--- config.mk ---
export PLATFORM = sky130hd
export DESIGN_NAME = pmem_line_responder
export DESIGN_NICKNAME = d
export VERILOG_FILES = /design/src/rtl/pmem_line_responder.sv
export SDC_FILE = /design/constraint.sdc
export NUM_CORES = 1
export LEC_CHECK = 0
export CAP_MARGIN = 30
export CORE_ASPECT_RATIO = 0.6
export CORE_MARGIN = 3
export CORE_UTILIZATION = 65
export DETAILED_ROUTE_END_ITERATION = 10
export DONT_BUFFER_PORTS = 1
export PLACE_DENSITY_LB_ADDON = 0.3
export SLEW_MARGIN = 10
export SYNTH_ARGS = -nofsm -noshare
export SYNTH_HDL_FRONTEND = slang
export SYNTH_SLANG_ARGS = --single-unit
--- constraint.sdc ---
create_clock -name clk -period 4.2 [get_ports clk]
set_input_delay 0 -clock clk [delete_from_list [all_inputs] [get_ports clk]]
set_output_delay 0 -clock clk [all_outputs]
set_load 0.005 [all_outputs]
--- src/rtl/pmem_line_responder.sv ---
// ---------------------------------------------------------------------------
// pmem_line_responder
//
// Memory-side responder for the cache's physical-memory port. A 128-bit line
// read or write from the cache controller is served as a burst of eight
// sequential 16-bit word accesses on a req/ack word-memory port. Completion is
// signalled by a single-cycle pmem_resp pulse.
//
// Ports
//   clk           single clock, rising edge
//   reset_n       asynchronous, active-low reset
//   pmem_read     line-read request, held by the cache until pmem_resp
//   pmem_write    line-write request, held by the cache until pmem_resp
//   pmem_address  byte address of the line; the low offset/byte bits are ignored
//   pmem_wdata    line to write; word k = bits [16k+15:16k]
//   pmem_rdata    last line read back; valid while pmem_resp=1 after a read
//   pmem_resp     one-cycle completion pulse
//   mem_req       word access request
//   mem_we        1 = word write, 0 = word read (meaningful while mem_req=1)
//   mem_addr      word byte address {line_addr, k, 1'b0}
//   mem_wdata     word k of the latched write line
//   mem_rdata     read data, sampled in the cycle mem_ack=1
//   mem_ack       word access complete; ignored while mem_req=0
// ---------------------------------------------------------------------------
module pmem_line_responder #(
    parameter int LINE_WORDS = 8,
    parameter int WORD_W     = 16,
    parameter int ADDR_W     = 16
) (
    input  logic                         clk,
    input  logic                         reset_n,
    input  logic                         pmem_read,
    input  logic                         pmem_write,
    input  logic [ADDR_W-1:0]            pmem_address,
    input  logic [LINE_WORDS*WORD_W-1:0] pmem_wdata,
    output logic [LINE_WORDS*WORD_W-1:0] pmem_rdata,
    output logic                         pmem_resp,
    output logic                         mem_req,
    output logic                         mem_we,
    output logic [ADDR_W-1:0]            mem_addr,
    output logic [WORD_W-1:0]            mem_wdata,
    input  logic [WORD_W-1:0]            mem_rdata,
    input  logic                         mem_ack
);

    // Word index width, and the width of the line address left once the
    // word index and the byte-within-word bit are removed.
    localparam int K_W  = $clog2(LINE_WORDS);
    localparam int LA_W = ADDR_W - K_W - 1;

    typedef enum logic [1:0] {
        ST_IDLE,
        ST_XFER,
        ST_RESP
    } state_t;

    state_t            state_reg;
    logic [K_W-1:0]    k_reg;
    logic [LA_W-1:0]   line_addr_reg;
    logic              op_write_reg;
    logic              req_reg;
    logic              resp_reg;
    logic [WORD_W-1:0] wdata_words_reg [LINE_WORDS];
    logic [WORD_W-1:0] rdata_words_reg [LINE_WORDS];

    // Offset and byte bits of the request address carry no information here.
    logic unused_addr_bits;
    assign unused_addr_bits = ^pmem_address[K_W:0];

    always_ff @(posedge clk or negedge reset_n) begin
        if (!reset_n) begin
            state_reg     <= ST_IDLE;
            k_reg         <= '0;
            line_addr_reg <= '0;
            op_write_reg  <= 1'b0;
            req_reg       <= 1'b0;
            resp_reg      <= 1'b0;
            for (int i = 0; i < LINE_WORDS; i++) begin
                wdata_words_reg[i] <= '0;
                rdata_words_reg[i] <= '0;
            end
        end else begin
            resp_reg <= 1'b0;
            case (state_reg)
                ST_IDLE: begin
                    // Request is only sampled here; everything the burst
                    // needs is latched so later input changes are ignored.
                    if (pmem_read || pmem_write) begin
                        line_addr_reg <= pmem_address[ADDR_W-1:K_W+1];
                        op_write_reg  <= pmem_write;   // write wins if both
                        k_reg         <= '0;
                        for (int i = 0; i < LINE_WORDS; i++) begin
                            wdata_words_reg[i] <= pmem_wdata[i*WORD_W +: WORD_W];
                        end
                        req_reg   <= 1'b1;
                        state_reg <= ST_XFER;
                    end
                end
                ST_XFER: begin
                    // req/addr/data hold until ack; then either step to the
                    // next word (req stays high) or finish the line.
                    if (mem_ack) begin
                        if (!op_write_reg) begin
                            rdata_words_reg[k_reg] <= mem_rdata;
                        end
                        if (k_reg == K_W'(LINE_WORDS - 1)) begin
                            req_reg   <= 1'b0;
                            resp_reg  <= 1'b1;
                            state_reg <= ST_RESP;
                        end else begin
                            k_reg <= k_reg + K_W'(1);
                        end
                    end
                end
                ST_RESP: begin
                    state_reg <= ST_IDLE;
                end
                default: begin
                    state_reg <= ST_IDLE;
                end
            endcase
        end
    end

    assign pmem_resp = resp_reg;
    assign mem_req   = req_reg;
    assign mem_we    = req_reg & op_write_reg;
    assign mem_addr  = {line_addr_reg, k_reg, 1'b0};
    assign mem_wdata = wdata_words_reg[k_reg];

    generate
        for (genvar gi = 0; gi < LINE_WORDS; gi++) begin : g_rdata
            assign pmem_rdata[gi*WORD_W +: WORD_W] = rdata_words_reg[gi];
        end
    endgenerate

endmodule

# Yosys cells after proc, flatten, opt, wreduce, memory -nomap -nowiden
# Index checks and enable logic that the tools add are counted.
# op_classes
muxes	21
div_mod_pow	0
shifts	0
addsub	1
eq_ne	6
bitwise_logic	3
n_reduce_logical	9
mul	0
magnitude_cmp	2
# ops
op	count
128-bit bitwise mux	1
16-bit binary-select mux with 3-bit select	1
16-bit demux with 3-bit select	1
16-bit 2-to-1 mux	3
3-bit 2-to-1 mux	3
2-bit != test (second input constant)	4
4-bit AND reduction	2
1-bit 2-to-1 mux	6
2-bit 2-to-1 mux	3
3-bit case mux with 2 select lines	1
3-bit AND reduction	2
4-bit >= comparator (second input constant)	1
4-bit by 1-bit < comparator with 1-bit output (second input constant)	1
3-bit inverter with 4-bit output	1
2-bit case mux with 2 select lines	1
3-bit by 1-bit adder with 3-bit output (second input constant)	1
3-bit equality test (second input constant)	1
2-bit by 1-bit equality test with 1-bit output (second input constant)	1
2-bit logical NOT	1
1-bit case mux with 2 select lines	1
2-bit AND reduction	1
2-bit nonzero test	1
1-bit bitwise AND	1
1-bit logical AND	1
2 further kinds	2
# totals
n_memories	0
out_inout_bits	163
mem_bits_rw	0
latchBits	0
romBits	0
inputBits	165
ff_bits	276
word_cells	64

# Longest topological paths before layout
# Gate-level depths: netlist of run 1.
# depth
depth_word	6
mapped_depth	6

# Least setup slack after synthesis of run 1
# No wires, ideal clock.
# synth_timing
path_kind	register -> register
start	reg state_reg[1]
end	reg rdata_words_reg (netlist bit pmem_rdata[53])
t_arrival_ps	1620
setup_slack_ps	2455
setup_ps	125
required_ps	4075
n_path_buf	3
stages_incl_launch_ff	7
cell_sequence	dfrtp_1 -> buf_6 -> and4bb_4 -> and3_1 -> buf_2 -> buf_4 -> mux2_2
# synth_via
elab_chain_cells	2
# synth_lines
item	line	source
from (decl)	57	state_t state_reg;
from (signal assigned)	72	state_reg <= ST_IDLE;
from (signal assigned)	96	state_reg <= ST_XFER;
from (signal assigned)	109	state_reg <= ST_RESP;
2-bit by 1-bit equality test with 1-bit output	84	case (state_reg)
3-bit AND reduction (no line)	-	
to (signal, indexed assignment)	104	rdata_words_reg[k_reg] <= mem_rdata;
to (decl)	64	logic [WORD_W-1:0] rdata_words_reg [LINE_WORDS];
# Every way passes these cells.
# A chain may end at the register's enable or synchronous reset.

# Final worst setup path of run 1
# layout_timing
start	reg k_reg[0]
end	reg rdata_words_reg (netlist bit pmem_rdata[54])
# layout_via
elab_chain_cells	6
elab_cells_between_ends	7
classes_between	order compare (2); mux (3); bitwise (1); reduce/logical (1)
# layout_lines
item	line	source
from (decl)	58	logic [K_W-1:0] k_reg;
from (signal assigned)	111	k_reg <= k_reg + K_W'(1);
3-bit inverter with 4-bit output (implied by the code) *	104	
4-bit >= comparator (implied by the code) / 4-bit by 1-bit < comparator with 1-bit output (equally long branches)	104	
1-bit logical AND (implied by the code)	104	
16-bit 2-to-1 mux (implied by the code)	104	
16-bit demux with 3-bit select *	104	
128-bit bitwise mux *	104	
# Every way passes the cells marked *; elsewhere a longest branch is shown, timed or not.

==> reports/results.txt, run 1 <==
Bufs on Longest Clock Path: 3
worst-skew pair later-pin latency: 0.51 ns
Clock Sinks: 276
I/O pins: 328
RSZ-0062 raised after global routing: no
Final #Nets: 999
Worst VDD drop: 0.429 mV
top cells by count, synth: dfrtp_1 (276), mux2_2 (274), mux4_2 (30)
share of cells above drive strength 1: 44.1%
Starting Density: 68.3%
ranking of synthesized cells by area: dfrtp_1 (61%), mux2_2 (27%), mux4_2 (5.9%)
hold_buf cts: 160
outcome: complete, but fails checks
CTS H-tree lvls: 1
Syn Area/Cell: 16.9 µm²
Avg WL per Cell: 27.5 µm
GRT Overall Usage: 30.6%
FP Rows: 36
post-synth top area share: 60.6%
Synth Area in XOR/XNOR: 0%
Final ANT Viol Nets: 0
first-pass GRT wire length: 44500 µm
Die Width: 177 µm
post_cts resized: 0
Post-DP HPWL: 17600 µm
Seq cells post-synth: 276
Post-Syn Area: 11400 µm²
worst clock skew: 0.0122 ns
Simple-Gate Fraction of Synth Area: 1.93%
area of placed instances: 11600 µm²
Yosys Warn Count: 0
syn_nets: 840
Final setup viols: 0
CP endpoint kind: flip-flop
fin crit share: 58.4%
Die ar.: 19200 µm²
initial antenna violation count: 4
leakage: 6.04 nW
largest area contributor in the netlist: dfrtp_1
failing checks: hold timing
Worst Path Required: 4.59 ns
Min Hold Slack: -0.812 ns
Setup Fix Bufs, Post-CTS: 0
sequential fraction of the synthesis area: 60.6%
Final Max Tran Viols: 0
kind of critical path: flip-flop to flip-flop
asr flop ratio synth: 100%
buffer type at the clock tree root: clkbuf_16
power density over the cells: 743 nW/µm²
GP Congestion: 0.770
main combinational cell family by area after synthesis: multiplexers
Syn Inst Count: 673
Compound-Gate Fraction of Synth Area: 0.724%
vias in the first global route: 7706
Total Wirelength: 29700 µm
post-route cell area: 14000 µm²
Num CTS Buffers: 24
Synth Area in Adders: 0.219%
Post-synth EDFFs: 0
# DRC: 0
DRT Pass-1 Iters: 4
Netlist cell types: 38
worst hold path class: input pin to asynchronous set/reset pin
Worst-Margin Slew: 0.987 ns
most frequent cell after synthesis: dfrtp_1
initial DRC count: 443
Crit Path Max Fanout: 40
min Tclk post-route: 2.45 ns
Die Span Y: 109 µm
FILL cells: 764
fraction of synthesized area in multiplexers: 34.5%
Avg Vias per Cell: 6.22
CTS clk-pin slew, worst paths: 0.07 ns
crit start category: flip-flop
Sum Neg Setup Slack: 0 ns
Final Hold Viols: 276
relative slew slack: 34.0%
grt total ovfl: 0
Worst EP arrival: 2.84 ns
Fmax: 0.408 GHz
IO Port Bufs: 0
core outline area: 16700 µm²
largest net degree at the start of global routing: 277
max cap viols: 0
most common flop cell mapped by yosys: dfrtp_1
via count: 6728
CTS tree: built
Syn-to-layout area delta: 23.1%
[worst max-delay path: stages (launching register included)]
cell	delay, ns
dfrtp_2	0.36
buf_4	0.60
and3_1	0.93
mux2_2	0.43
[through the flow]
step	std cells	hold WS, ns	worst slack (ns)	power (mW)	utilization (%)
floorplan	673	-0.296	2.46	7.01	-
global placement	872	-0.291	1.73	7.58	69.2
detailed placement	873	-0.291	1.74	7.85	69.4
CTS	1077	-0.822	1.70	10.3	83.9
global route	1081	-0.839	1.58	10.9	84.0
finish	1081	-0.812	1.75	10.4	84.0
[cells in the final DEF, fill, tap and decap left out, types with 2 or more instances in the layout]
cell type	synthesis	routed
bufinv_16	0	2
ha_1	2	2
nor3b_1	2	2
and3_1	2	2
a22o_1	3	3
buf_12	1	2
clkbuf_1	2	8
mux2_2	274	274
dlygate4sd3_1	0	160
dfrtp_2	0	2
mux2_4	10	10
buf_4	7	7
nor3_4	0	2
nor3_2	4	2
clkbuf_16	0	25
dfrtp_1	276	274
nand2_1	3	3
mux4_2	30	30
a21oi_1	2	2
clkinv_2	0	2
diode_2	0	3
nor2_1	4	4
nand3_2	3	3
mux2i_1	2	2
clkbuf_8	0	6
[routing by layer]
metal | part of all wire (%) | GRT usage (%) | vias up
met3 | 8.9 | 9.50 | 66
met2 | 52 | 54.1 | 319
met1 | 36 | 36.3 | 3563
met4 | 2.7 | 10.0 | 2
li1 | - | - | 2778
met5 | 0.024 | 0 | -
[power breakdown]
| group | switching, mW | internal, mW | total [mW] |
|---|---|---|---|
| Sequential | 1.00 | 3.93 | 4.93 |
| Combinational | 1.25 | 1.96 | 3.21 |
| Clock | 0.964 | 1.33 | 2.29 |
[final timing paths]
kind	cells after the start	slack (ns)	endpoint	start
max	3	1.75	pmem_rdata[54]$_DFFE_PN0P_	k_reg[0]$_DFFE_PN0P_
max reg2reg	3	1.75	pmem_rdata[54]$_DFFE_PN0P_	k_reg[0]$_DFFE_PN0P_
min in group clk	3	0.04	pmem_rdata[94]$_DFFE_PN0P_	mem_ack
min reg2reg	1	0.51	wdata_words_reg[110]$_DFFE_PN0P_	wdata_words_reg[110]$_DFFE_PN0P_
min	0	-0.81	wdata_words_reg[9]$_DFFE_PN0P_	reset_n
max in group asynchronous	0	4.32	pmem_rdata[0]$_DFFE_PN0P_	reset_n
[final cells by class]
class / instances / area [µm²] / share of cell area [%]
Antenna cell: 3 / 7.51 / 0.0535
Sequential cell: 276 / 6910 / 49.2
Clock inverter: 5 / 77.6 / 0.553
Multi-Input combinational cell: 357 / 4280 / 30.5
Clock buffer: 39 / 738 / 5.26
Timing Repair Buffer: 171 / 1740 / 12.4
Tap cell: 228 / 285 / 2.03
Inverter: 2 / 7.51 / 0.0535
[cells by family after synthesis]
logic type	count (synthesis)
fa+ha+maj	2
mux	316
buf+inv	40
other cells	1
compound gates	11
flops	276
simple gates	27
No activity file was read; power rests on OpenSTA's default activity.
==> inputs of run 2 (changes only) <==
--- a/config.mk
+++ b/config.mk
@@ -5,10 +5,11 @@
 export SDC_FILE = /design/constraint.sdc
 export NUM_CORES = 1
 export LEC_CHECK = 0
+export ABC_AREA = 1
 export CAP_MARGIN = 30
 export CORE_ASPECT_RATIO = 0.6
 export CORE_MARGIN = 3
-export CORE_UTILIZATION = 65
+export CORE_UTILIZATION = 57
 export DETAILED_ROUTE_END_ITERATION = 10
 export DONT_BUFFER_PORTS = 1
 export PLACE_DENSITY_LB_ADDON = 0.3
==> constraint.sdc (replaced) <==
create_clock -name clk -period 2 [get_ports clk]
set_input_delay 0 -clock clk [delete_from_list [all_inputs] [get_ports clk]]
set_output_delay 0 -clock clk [all_outputs]
set_load 0.005 [all_outputs]
==> run 2 against run 1 <==
Compared with the run above:
- the run still ends with hold timing left
- register-to-register slack got worse by 1.6 ns
- non-clock buffer count increased by 17
- wire length increased by 23%
- sequential power increased by 100%
- synthesized area increased by 4.4%
- final cell count increased by 75%
- sequential share of layout area decreased by 1.8 points
- utilization decreased by 12 points
- critical path depth increased by 5
- clock power increased by 120%
- hold slack got worse by 0.0088 ns
- die area increased by 18%
- largest power group unchanged
==> reports/results.txt, run 2 <==
outcome: complete, but fails checks
failing checks: hold timing
asr flop ratio synth: 100% (unchanged)
Crit Path Max Fanout: 29 (-28%)
Syn Inst Count: 1464 (+120%)
placed cell count: 1678 (+92%)
Final #Nets: 1763 (+76%)
Avg Vias per Cell: 5.49 (-12%)
initial antenna violation count: 5 (+1)
Starting Density: 58.7% (-9.5 points)
Die Width: 193 µm (+8.8%)
worst hold path class: input pin to asynchronous set/reset pin
Post-Syn Area: 11900 µm² (+4.4%)
GRT Overall Usage: 31.7% (+1.1 points)
initial DRC count: 1013 (+130%)
fin crit share: 95.1%
share of cells above drive strength 1: 4.53% (-40 points)
via count: 10400 (+54%)
ranking of synthesized cells by area: dfrtp_1 (58%), nand2_1 (20%), o21ai_0 (10%)
syn_nets: 1631 (+94%)
relative slew slack: 62.9% (+29 points)
GP Congestion: 0.842 (+9.4%)
Worst EP arrival: 1.90 ns (-0.94 ns)
first-pass GRT wire length: 56000 µm (+26%)
most common cell after layout, fill and taps aside: nand2_1
power density over the cells: 1490 nW/µm² (+100%)
most frequent cell after synthesis: nand2_1
post-placement setup slack: 0.308 ns (-1.43 ns)
Avg WL per Cell: 19.3 µm (-30%)
Post-DP HPWL: 23100 µm (+31%)
Non-Filler Instances: 1887 (+75%)
Final Max Tran Viols: 0 (unchanged)
Fmax: 0.526 GHz
hold_buf cts: 163 (+1.9%)
# DRC: 0 (unchanged)
Sum Neg Setup Slack: 0 ns (unchanged)
max cap viols: 0 (unchanged)
R2R Path End: wdata_words_reg[27]$_DFFE_PN0P_
Total Wirelength: 36500 µm (+23%)
fin util: 71.9% (-12 points)
I/O pins: 328 (unchanged)
Bufs on Longest Clock Path: 3 (unchanged)
Final setup viols: 0 (unchanged)
worst-skew pair later-pin latency: 0.51 ns (about the same)
worst clock skew: 0.00775 ns (-0.00442 ns)
sequential fraction of the synthesis area: 58.0% (-2.6 points)
reg-to-reg slack, setup: 0.13 ns (-1.62 ns)
RR Startpoint: state_reg[0]$_DFFE_PN0P_
Post-synth EDFFs: 0 (unchanged)
Die Span Y: 118 µm (+8.6%)
Syn-to-layout area delta: 22.4%
Worst-Margin Slew: 0.554 ns (-0.432 ns)
Yosys Warn Count: 0 (unchanged)
kind of critical path: flip-flop to primary output
area of placed instances: 12100 µm² (+4.0%)
Min Hold Slack: -0.821 ns (-0.00881 ns)
CTS H-tree lvls: 1 (unchanged)
buffer type at the clock tree root: clkbuf_16
core outline area: 20300 µm² (+21%)
Seq cells post-synth: 276 (unchanged)
Syn Area/Cell: 8.13 µm² (-52%)
DRT Pass-1 Iters: 5 (+1)
final worst slack: 0.0980 ns (-1.65 ns)
crit start category: flip-flop
post-synth top area share: 58.0% (-2.6 points)
vias in the first global route: 10100 (+30%)
CP endpoint kind: primary output
Power, Total: 21.7 mW (+110%)
Worst Path Required: 2.00 ns (-2.59 ns)
CTS tree: built
Netlist cell types: 25 (-34%)
most frequent cells in the layout: nand2_1 (627), dfrtp_1 (273), o21ai_0 (241), inv_1 (163), dlygate4sd3_1 (163)
CTS clk-pin slew, worst paths: 0.07 ns (about the same)
grt total ovfl: 0 (unchanged)
Reg2Reg Depth: 5 (+2)
min Tclk post-route: 1.90 ns
Die ar.: 22700 µm² (+18%)
post-route cell area: 14600 µm² (+3.8%)
most common flop cell mapped by yosys: dfrtp_1
Worst VDD drop: 0.875 mV (+100%)
leakage: 7.75 nW (+28%)
IO Port Bufs: 0 (unchanged)
Final Hold Viols: 276 (unchanged)
Num CTS Buffers: 25 (+4.2%)
Final ANT Viol Nets: 0 (unchanged)
largest net degree at the start of global routing: 277 (unchanged)
CP Launch Point: k_reg[0]$_DFFE_PN0P_
top cells by count, synth: nand2_1 (627), dfrtp_1 (276), o21ai_0 (241)
RSZ-0062 raised after global routing: no
largest area contributor in the netlist: dfrtp_1
Worst Setup EP: mem_wdata[7]
FP Rows: 40 (+11%)
Clock Sinks: 276 (unchanged)
[run 2: cell count changes after synthesis, moves of 12 or more]
cell / previous run / this run
mux4_2: 30 / 0
nand2_1: 3 / 627
inv_1: 1 / 163
buf_2: 23 / 36
nand3_1: 0 / 21
clkbuf_1: 2 / 30
mux2_2: 274 / 0
o21ai_0: 1 / 241
nor2_1: 4 / 16
[run 2: cell type report]
type | instances | area (µm²)
antenna | 2 | 5.00
fill | 1450 | 5690
inverter | 166 | 631
sequential | 276 | 6910
clock buffer | 36 | 707
tap | 273 | 342
timing repair buffer | 188 | 1880
clock inverter | 7 | 139
multi-input combinational | 939 | 3970
[run 2: power by group]
part           internal [mW]  switching [mW]
clock                   2.97            2.07
sequential              8.07            1.94
combinational           2.33            4.33
total                   13.4            8.34
[run 2: cell families after synthesis]
logic type,Yosys count,share of synthesized area [%]
AO/OA/AOI/OAI,255,10.7
adder cells (fa/ha/maj),2,0.210
buffers and inverters,249,8.76
flip-flops,276,58.0
other,1,0.0315
AND/OR/NAND/NOR,681,22.2
[run 2: worst min path at each step]
stage	startpoint	end	slack (ns)	depth (start not counted)
6_report	reset_n	pmem_rdata[72]$_DFFE_PN0P_	-0.82	0
3_3_place_gp	reset_n	pmem_rdata[71]$_DFFE_PN0P_	-0.29	0
2_1_floorplan	reset_n	k_reg[0]$_DFFE_PN0P_	-0.30	0
3_5_place_dp	reset_n	pmem_rdata[71]$_DFFE_PN0P_	-0.29	0
4_1_cts	reset_n	pmem_rdata[71]$_DFFE_PN0P_	-0.83	0
5_1_grt	reset_n	pmem_rdata[72]$_DFFE_PN0P_	-0.84	0
[run 2: worst max-delay path, cell delays in order (launching register included)]
cell and delay, ns:
dfrtp_2 0.49, inv_8 0.14, buf_12 0.19, nand2_1 0.08, nand2_1 0.11, nand2_1 0.09, nand2_1 0.10, nand2_1 0.06
nand2_1 0.11
[run 2: repair_timing]
item,CTS,global route
resized for setup,2,7
buffers inserted,0,1
setup endpoints to repair,16,11
endpoints found under the hold margin,552,276
[run 2: routing by layer]
layer	GRT usage (%)	share of wire, %	routed length (µm)	vias to the layer above
met5	0	0.093	34	-
met4	10.4	3.9	1410	6
met3	8.78	11	3980	123
met2	45.7	42	15300	601
met1	46.6	43	15800	4875
li1	-	-	-	4751
